`config.mk`:
```
export PLATFORM = sky130hd
export DESIGN_NAME = alu_exec_unit
export DESIGN_NICKNAME = d
export VERILOG_FILES = /design/src/rtl/alu_exec_pkg.sv /design/src/rtl/alu_iter_mul.sv /design/src/rtl/alu_exec_unit.sv
export SDC_FILE = /design/constraint.sdc
export NUM_CORES = 1
export LEC_CHECK = 0
export BUFFER_PORTS_ARGS = -buffer_cell sky130_fd_sc_hd__buf_2
export CAP_MARGIN = 20
export CELL_PAD_IN_SITES_DETAIL_PLACEMENT = 1
export CELL_PAD_IN_SITES_GLOBAL_PLACEMENT = 1
export CORE_MARGIN = 2
export CORE_UTILIZATION = 47
export CTS_CLUSTER_SIZE = 10
export DETAILED_ROUTE_END_ITERATION = 6
export PLACE_DENSITY = 0.8
export SLEW_MARGIN = 40
export SYNTH_ARGS = -nofsm -noshare
export SYNTH_HDL_FRONTEND = slang
export SYNTH_SLANG_ARGS = --single-unit
```
`constraint.sdc`:
```
create_clock -name clk -period 4.5 [get_ports clk]
set_clock_uncertainty 0.1 [all_clocks]
set_input_delay 0.9 -clock clk [delete_from_list [all_inputs] [get_ports clk]]
set_output_delay 0.9 -clock clk [all_outputs]
set_load 0.05 [all_outputs]
```
`src/rtl/alu_exec_pkg.sv`:
```
// alu_exec_pkg: opcodes, flag bit indices and multiplier FSM states for alu_exec_unit
package alu_exec_pkg;
    localparam logic [3:0] OP_ADD = 4'h0, OP_SUB = 4'h1, OP_XOR = 4'h2, OP_RED = 4'h3;
    localparam logic [3:0] OP_SLL = 4'h4, OP_SRA = 4'h5, OP_ROR = 4'h6, OP_PADDSB = 4'h7;
    localparam logic [3:0] OP_LW = 4'h8, OP_SW = 4'h9, OP_LLB = 4'hA, OP_LHB = 4'hB;
    localparam logic [3:0] OP_B = 4'hC, OP_BR = 4'hD, OP_PCS = 4'hE, OP_HLT = 4'hF;
    localparam logic [4:0] OP_MUL = 5'h10, OP_MULH = 5'h11;
    localparam int FLAG_Z = 0, FLAG_V = 1, FLAG_N = 2;
    typedef enum logic [1:0] {S_IDLE, S_MUL, S_DONE} state_t;
endpackage

```
`src/rtl/alu_iter_mul.sv`:
```
// alu_iter_mul: sign-magnitude shift-add multiplier, one partial-product step per cycle
module alu_iter_mul
    import alu_exec_pkg::*;
#(
    parameter int WIDTH = 16
) (
    input  logic               clk,
    input  logic               rst,
    input  logic               flush,
    input  logic               start,
    input  logic [WIDTH-1:0]   a,
    input  logic [WIDTH-1:0]   b,
    output logic               busy,
    output logic               done,
    output logic [2*WIDTH-1:0] product
);
    localparam int CNT_W = $clog2(WIDTH + 1);
    state_t state, state_nx;
    logic [WIDTH-1:0] mcand;
    logic [2*WIDTH-1:0] prod;
    logic [CNT_W-1:0] cnt;
    logic neg;
    logic [WIDTH:0] step_sum;
    // multiplier bits sit in the low half and are consumed as the partial sum shifts in from the top
    assign step_sum = {1'b0, prod[2*WIDTH-1:WIDTH]} + (prod[0] ? {1'b0, mcand} : '0);
    assign busy = state != S_IDLE;
    assign done = state == S_DONE;
    assign product = neg ? -prod : prod;
    always_comb begin
        state_nx = state;
        state_nx = flush ? S_IDLE :
                   state == S_IDLE ? (start ? S_MUL : S_IDLE) :
                   state == S_MUL ? (cnt == CNT_W'(1) ? S_DONE : S_MUL) : S_IDLE;
    end
    always_ff @(posedge clk or negedge rst) begin
        if (!rst) begin
            state <= S_IDLE;
            mcand <= '0;
            prod <= '0;
            cnt <= '0;
            neg <= 1'b0;
        end else begin
            state <= state_nx;
            if (state == S_IDLE && start && !flush) begin
                mcand <= a[WIDTH-1] ? -a : a;
                prod <= {{WIDTH{1'b0}}, (b[WIDTH-1] ? -b : b)};
                cnt <= CNT_W'(WIDTH);
                neg <= a[WIDTH-1] ^ b[WIDTH-1];
            end else if (state == S_MUL) begin
                prod <= {step_sum, prod[WIDTH-1:1]};
                cnt <= cnt - 1'b1;
            end
        end
    end
endmodule

```
`src/rtl/alu_exec_unit.sv`:
```
// alu_exec_unit: registered EX-stage ALU with valid/ready handshakes, iterative MUL/MULH and flag register
module alu_exec_unit
    import alu_exec_pkg::*;
#(
    parameter int WIDTH   = 16,
    parameter int LANE_W  = 4,
    parameter int SHAMT_W = 4
) (
    input  logic               clk,
    input  logic               rst,
    input  logic               flush,
    input  logic               in_valid,
    output logic               in_ready,
    input  logic [4:0]         opcode,
    input  logic [WIDTH-1:0]   input_A,
    input  logic [WIDTH-1:0]   input_B,
    input  logic [WIDTH-1:0]   imm,
    input  logic [SHAMT_W-1:0] shift_imm,
    output logic               out_valid,
    input  logic               out_ready,
    output logic [WIDTH-1:0]   addr_out,
    output logic [WIDTH-1:0]   result_out,
    output logic [2:0]         flag
);
    localparam int LANES = WIDTH / LANE_W;
    localparam int HALF = WIDTH / 2;
    logic take, retire, is_mul, is_mem, mul_busy, mul_done, mul_high;
    logic z_wr, nv_wr, out_n, out_v, n_nx, v_nx, add_ovf, sub_ovf;
    logic [4:0] out_op;
    logic [2:0] flag_nx;
    logic [2*WIDTH-1:0] mul_product, ror_wide;
    logic [WIDTH-1:0] sum, diff, paddsb, red, res;
    assign in_ready = ~mul_busy & (~out_valid | out_ready);
    assign take = in_valid & in_ready & ~flush;
    assign retire = out_valid & out_ready & ~flush;
    assign is_mul = opcode == OP_MUL || opcode == OP_MULH;
    assign is_mem = opcode == {1'b0, OP_LW} || opcode == {1'b0, OP_SW};
    assign sum = input_A + input_B;
    assign diff = input_A - input_B;
    assign add_ovf = (input_A[WIDTH-1] == input_B[WIDTH-1]) && (sum[WIDTH-1] != input_A[WIDTH-1]);
    assign sub_ovf = (input_A[WIDTH-1] != input_B[WIDTH-1]) && (diff[WIDTH-1] != input_A[WIDTH-1]);
    assign n_nx = opcode[0] ? diff[WIDTH-1] : sum[WIDTH-1];
    assign v_nx = opcode[0] ? sub_ovf : add_ovf;
    assign ror_wide = {input_A, input_A} >> shift_imm;
    for (genvar g = 0; g < LANES; g++) begin : g_lane
        logic [LANE_W-1:0] x, y, s;
        assign x = input_A[g*LANE_W +: LANE_W];
        assign y = input_B[g*LANE_W +: LANE_W];
        assign s = x + y;
        assign paddsb[g*LANE_W +: LANE_W] = (x[LANE_W-1] == y[LANE_W-1] && s[LANE_W-1] != x[LANE_W-1]) ?
                                            {x[LANE_W-1], {(LANE_W-1){~x[LANE_W-1]}}} : s;
    end
    always_comb begin
        red = '0;
        for (int i = 0; i < WIDTH / 8; i++)
            red = red + {{(WIDTH-8){input_A[8*i+7]}}, input_A[8*i +: 8]}
                      + {{(WIDTH-8){input_B[8*i+7]}}, input_B[8*i +: 8]};
    end
    always_comb begin
        res = '0;
        case (opcode)
            {1'b0, OP_ADD}:    res = add_ovf ? {input_A[WIDTH-1], {(WIDTH-1){~input_A[WIDTH-1]}}} : sum;
            {1'b0, OP_SUB}:    res = sub_ovf ? {input_A[WIDTH-1], {(WIDTH-1){~input_A[WIDTH-1]}}} : diff;
            {1'b0, OP_XOR}:    res = input_A ^ input_B;
            {1'b0, OP_RED}:    res = red;
            {1'b0, OP_SLL}:    res = input_A << shift_imm;
            {1'b0, OP_SRA}:    res = $signed(input_A) >>> shift_imm;
            {1'b0, OP_ROR}:    res = ror_wide[WIDTH-1:0];
            {1'b0, OP_PADDSB}: res = paddsb;
            {1'b0, OP_SW}:     res = input_B;
            {1'b0, OP_LLB}:    res = {input_A[WIDTH-1:HALF], imm[HALF-1:0]};
            {1'b0, OP_LHB}:    res = {imm[HALF-1:0], input_A[HALF-1:0]};
            default:           res = '0;
        endcase
    end
    // flags follow the result being retired, not the op being accepted in the same cycle
    assign z_wr = (out_op[4:3] == 2'b00 && out_op[3:0] != OP_RED && out_op[3:0] != OP_PADDSB) ||
                  out_op == OP_MUL || out_op == OP_MULH;
    assign nv_wr = out_op == {1'b0, OP_ADD} || out_op == {1'b0, OP_SUB};
    always_comb begin
        flag_nx = flag;
        if (z_wr) flag_nx[FLAG_Z] = ~|result_out;
        if (nv_wr) begin
            flag_nx[FLAG_N] = out_n;
            flag_nx[FLAG_V] = out_v;
        end
    end
    alu_iter_mul #(.WIDTH(WIDTH)) u_mul (
        .clk(clk), .rst(rst), .flush(flush), .start(take & is_mul),
        .a(input_A), .b(input_B), .busy(mul_busy), .done(mul_done), .product(mul_product)
    );
    always_ff @(posedge clk or negedge rst) begin
        if (!rst) begin
            out_valid <= 1'b0;
            addr_out <= '0;
            result_out <= '0;
            flag <= 3'b000;
            out_op <= '0;
            out_n <= 1'b0;
            out_v <= 1'b0;
            mul_high <= 1'b0;
        end else begin
            if (retire) flag <= flag_nx;
            if (take && is_mul) mul_high <= opcode[0];
            if (take && is_mem) addr_out <= {input_A[WIDTH-1:1], 1'b0} + {imm[WIDTH-2:0], 1'b0};
            if (flush) out_valid <= 1'b0;
            else if (mul_done) begin
                result_out <= mul_high ? mul_product[2*WIDTH-1:WIDTH] : mul_product[WIDTH-1:0];
                out_op <= mul_high ? OP_MULH : OP_MUL;
                out_valid <= 1'b1;
            end else if (take && !is_mul) begin
                result_out <= res;
                out_op <= opcode;
                out_n <= n_nx;
                out_v <= v_nx;
                out_valid <= 1'b1;
            end else if (retire) out_valid <= 1'b0;
        end
    end
endmodule

```
==> run metrics <==
outcome=complete, but fails checks; failing checks=negative setup slack; Initial Util=47.7%; via count=13.8k; # rows=59; chip width=166 um; Nets=1914; Tcrit/Tclk final=101%; per-cell routed wire length=27.1 um; P&R area growth vs syn=19.4%; Mean Syn Cell Area=7.83 sq um; slowest CP cell=fa_1; Detail Placement HPWL=45200 um; CP max FO=6; fillers=3225; Max VDD drop=232 uV; antenna-violating nets left=0; final max-slew violation count=0; CTS Hold Buffers Added=0; Clock transition at path regs=0.09 ns; most frequent cells in the layout=buf_4, nand2_1, o21ai_0, nor2_1, dfrtp_1; Clock Sinks=99; vias in the first global route=13.9k; YS warnings=0; most common cell after layout, fill and taps aside=buf_4; # IOs=99; Hold WC Path Type=input port to asynchronous set/reset pin; final setup fails=2; Routed WL=56600 um; Post-Layout Cell Count=2092; dominant synthesized flop cell=dfrtp_1; CTS tree=done; die span in y=166 um; area of the die=0.0276 sq mm; # diodes=0; FF-to-FF path depth=10; Setup TNS=-0.0586 ns; total gr overflow=0; Pwr per Cell Area=335 mW/mm^2; CP max stage delay=0.59 ns; Rel. slew slack=43.1%; CP Class=input port to flip-flop; RSZ-0062 raised after global routing=true; initial DRC count=1296; CP Cell Sequence=buf_4 > clkinvlp_4 > ha_4 > nor2b_4 > o31ai_4 > a21oi_2 > a41o_1 > o41ai_4 > o21bai_1 > a21oi_2 > fa_1 > nand3_2 > buf_6 > and3_4 > a21oi_2 > o22ai_2 > a31oi_1 > nand4_1 > a221o_1; CTS H-tree lvls=3; final setup margin=-0.0343 ns; Clock Tree Buf Depth=2; first-pass GRT wire length=85200 um; register area share after synthesis=20.1%; Final GP Congestion=1.05; dpl ws=-0.789 ns; final hold viol count=0; max_cap viols=0; Post-synth EDFFs=0; gr usage total=40.1%; PortBufs=96; Post-synth ARST share=100%; minimum clock period=4.53 ns; mapped cell area=0.0124 sq mm; Synth cell types=90; initial antenna violation count=1; Req. time, crit path=4.66 ns; slew at the pin closest to its max-slew limit=0.851 ns; CTS buffer count=9; dpl cells=2068; #FFs+latches synth=99; share of cells above drive strength 1=22.5%; R2R Setup Slk=1.10 ns; drt pass-1 iters=5; FF-to-FF Start=u_mul.prod[0]; Achievable Freq=221 MHz; DR vias/cell=6.59; Root Driver=clkbuf_16; Clk Latency, worst-skew pair=0.37 ns; Total Power=4940 uW; arrival time at the worst endpoint=4.69 ns; Gate Count Post-Synth=1577; RR Endpoint=result_out[14]; syn nets=1739; critical path startpoint category=input port; Leakage=0.00659 uW; drc violations=0; Core Footprint=0.0259 sq mm; Worst setup EP type=flip-flop; CP most frequent cell=a21oi_2; largest net degree at the start of global routing=45
flip-flops by register name, summed over array words and instances (netlist names):
register,count
addr_out,15
flag,3
mul_high,1
out_n,1
out_op,5
out_v,1
out_valid,1
result_out,16
u_mul.cnt,5
u_mul.mcand,16
u_mul.neg,1
u_mul.prod,32
u_mul.state,2
what timing repair did:
action	CTS	global route
gates resized for setup	13	36
setup endpoints to repair	14	14
pin swaps	5	20
buffers inserted	2	6
worst max path at each step:
stage,startpoint,end,slack [ns],cells past startpoint
after floorplan,input_B[2],result_out[3],-0.03,19
after global placement,input_B[1],result_out[6],-0.56,18
after detailed placement,input_B[1],result_out[3],-0.79,18
after CTS,input_B[1],result_out[3],-0.02,18
after global routing,input_B[1],result_out[7],-0.08,16
final,input_B[1],result_out[2],-0.03,19
where the power goes:
group          switching (uW)  total [uW]  internal [uW]
clock network             417         867            449
registers                 333        1440           1100
logic                    1600        2640           1040
total                    2350        4940           2590
per-layer routing:
layer / global-route usage [%] / vias up / wire length [um]
met2: 64.8 / 664 / 25700
li1: - / 6111 / -
met4: 17.8 / 0 / 3120
met3: 7.15 / 152 / 4460
met5: 0 / - / 0
met1: 52.6 / 6867 / 23300
cells in the mapped netlist, drive strengths merged, types with 10 or more instances:
cell type | number | area [sq um]
xnor2 | 67 | 587
nor2 | 125 | 469
inv | 88 | 330
mux4 | 18 | 405
nor2b | 19 | 119
or2 | 13 | 81.3
nand3 | 49 | 245
clkbuf | 78 | 303
mux2i | 49 | 490
o31ai | 29 | 231
nand2b | 23 | 144
a221oi | 10 | 87.6
or4 | 11 | 93.8
or3 | 19 | 138
o41ai | 15 | 139
nor4 | 12 | 75.1
mux2 | 11 | 124
fa | 25 | 500
nor3 | 42 | 210
a211oi | 28 | 220
nand2 | 158 | 593
o21ai | 130 | 651
a21oi | 87 | 435
xor2 | 40 | 350
a22oi | 16 | 120
a31oi | 24 | 150
o211ai | 20 | 150
and2 | 24 | 151
dfrtp | 99 | 2480
ha | 75 | 938
nand4 | 10 | 62.6
buf | 24 | 118
cells by family after synthesis:
logic type,count (synthesis),share of synthesized area (%)
AO/OA/AOI/OAI,466,25.1
XOR/XNOR,107,7.59
adder cells (fa/ha/maj),101,11.7
buffers and inverters,190,6.08
flip-flops,99,20.1
multiplexers,78,8.26
other,1,0.0304
AND/OR/NAND/NOR,535,21.2
through the flow:
stage | cell area [sq um] | hold WS [ns] | util (%)
finish | 14700 | 0.334 | 56.9
global route | 14700 | 0.351 | 56.9
CTS | 14500 | 0.333 | 56.1
detailed placement | 14100 | 0.366 | 54.6
global placement | 14100 | 0.357 | 54.5
floorplan | 12400 | 0.335 | -
worst max-delay path, delay by kind of cell:
kind,cells,cell delay [ns]
buf+inv,3,0.43
fa+ha+maj,2,0.90
simple gates,4,0.75
compound gates,10,1.70
cell type report:
class	instances	area, sq um	share of cell area, %
Multi-Input combinational cell	1288	9390	63.7
Sequential cell	99	2480	16.8
Timing Repair Buffer	266	1790	12.2
Tap cell	335	419	2.84
Inverter	88	338	2.29
Clock buffer	9	225	1.53
Clock inverter	7	95.1	0.645
(Power assumes the default switching activity.)
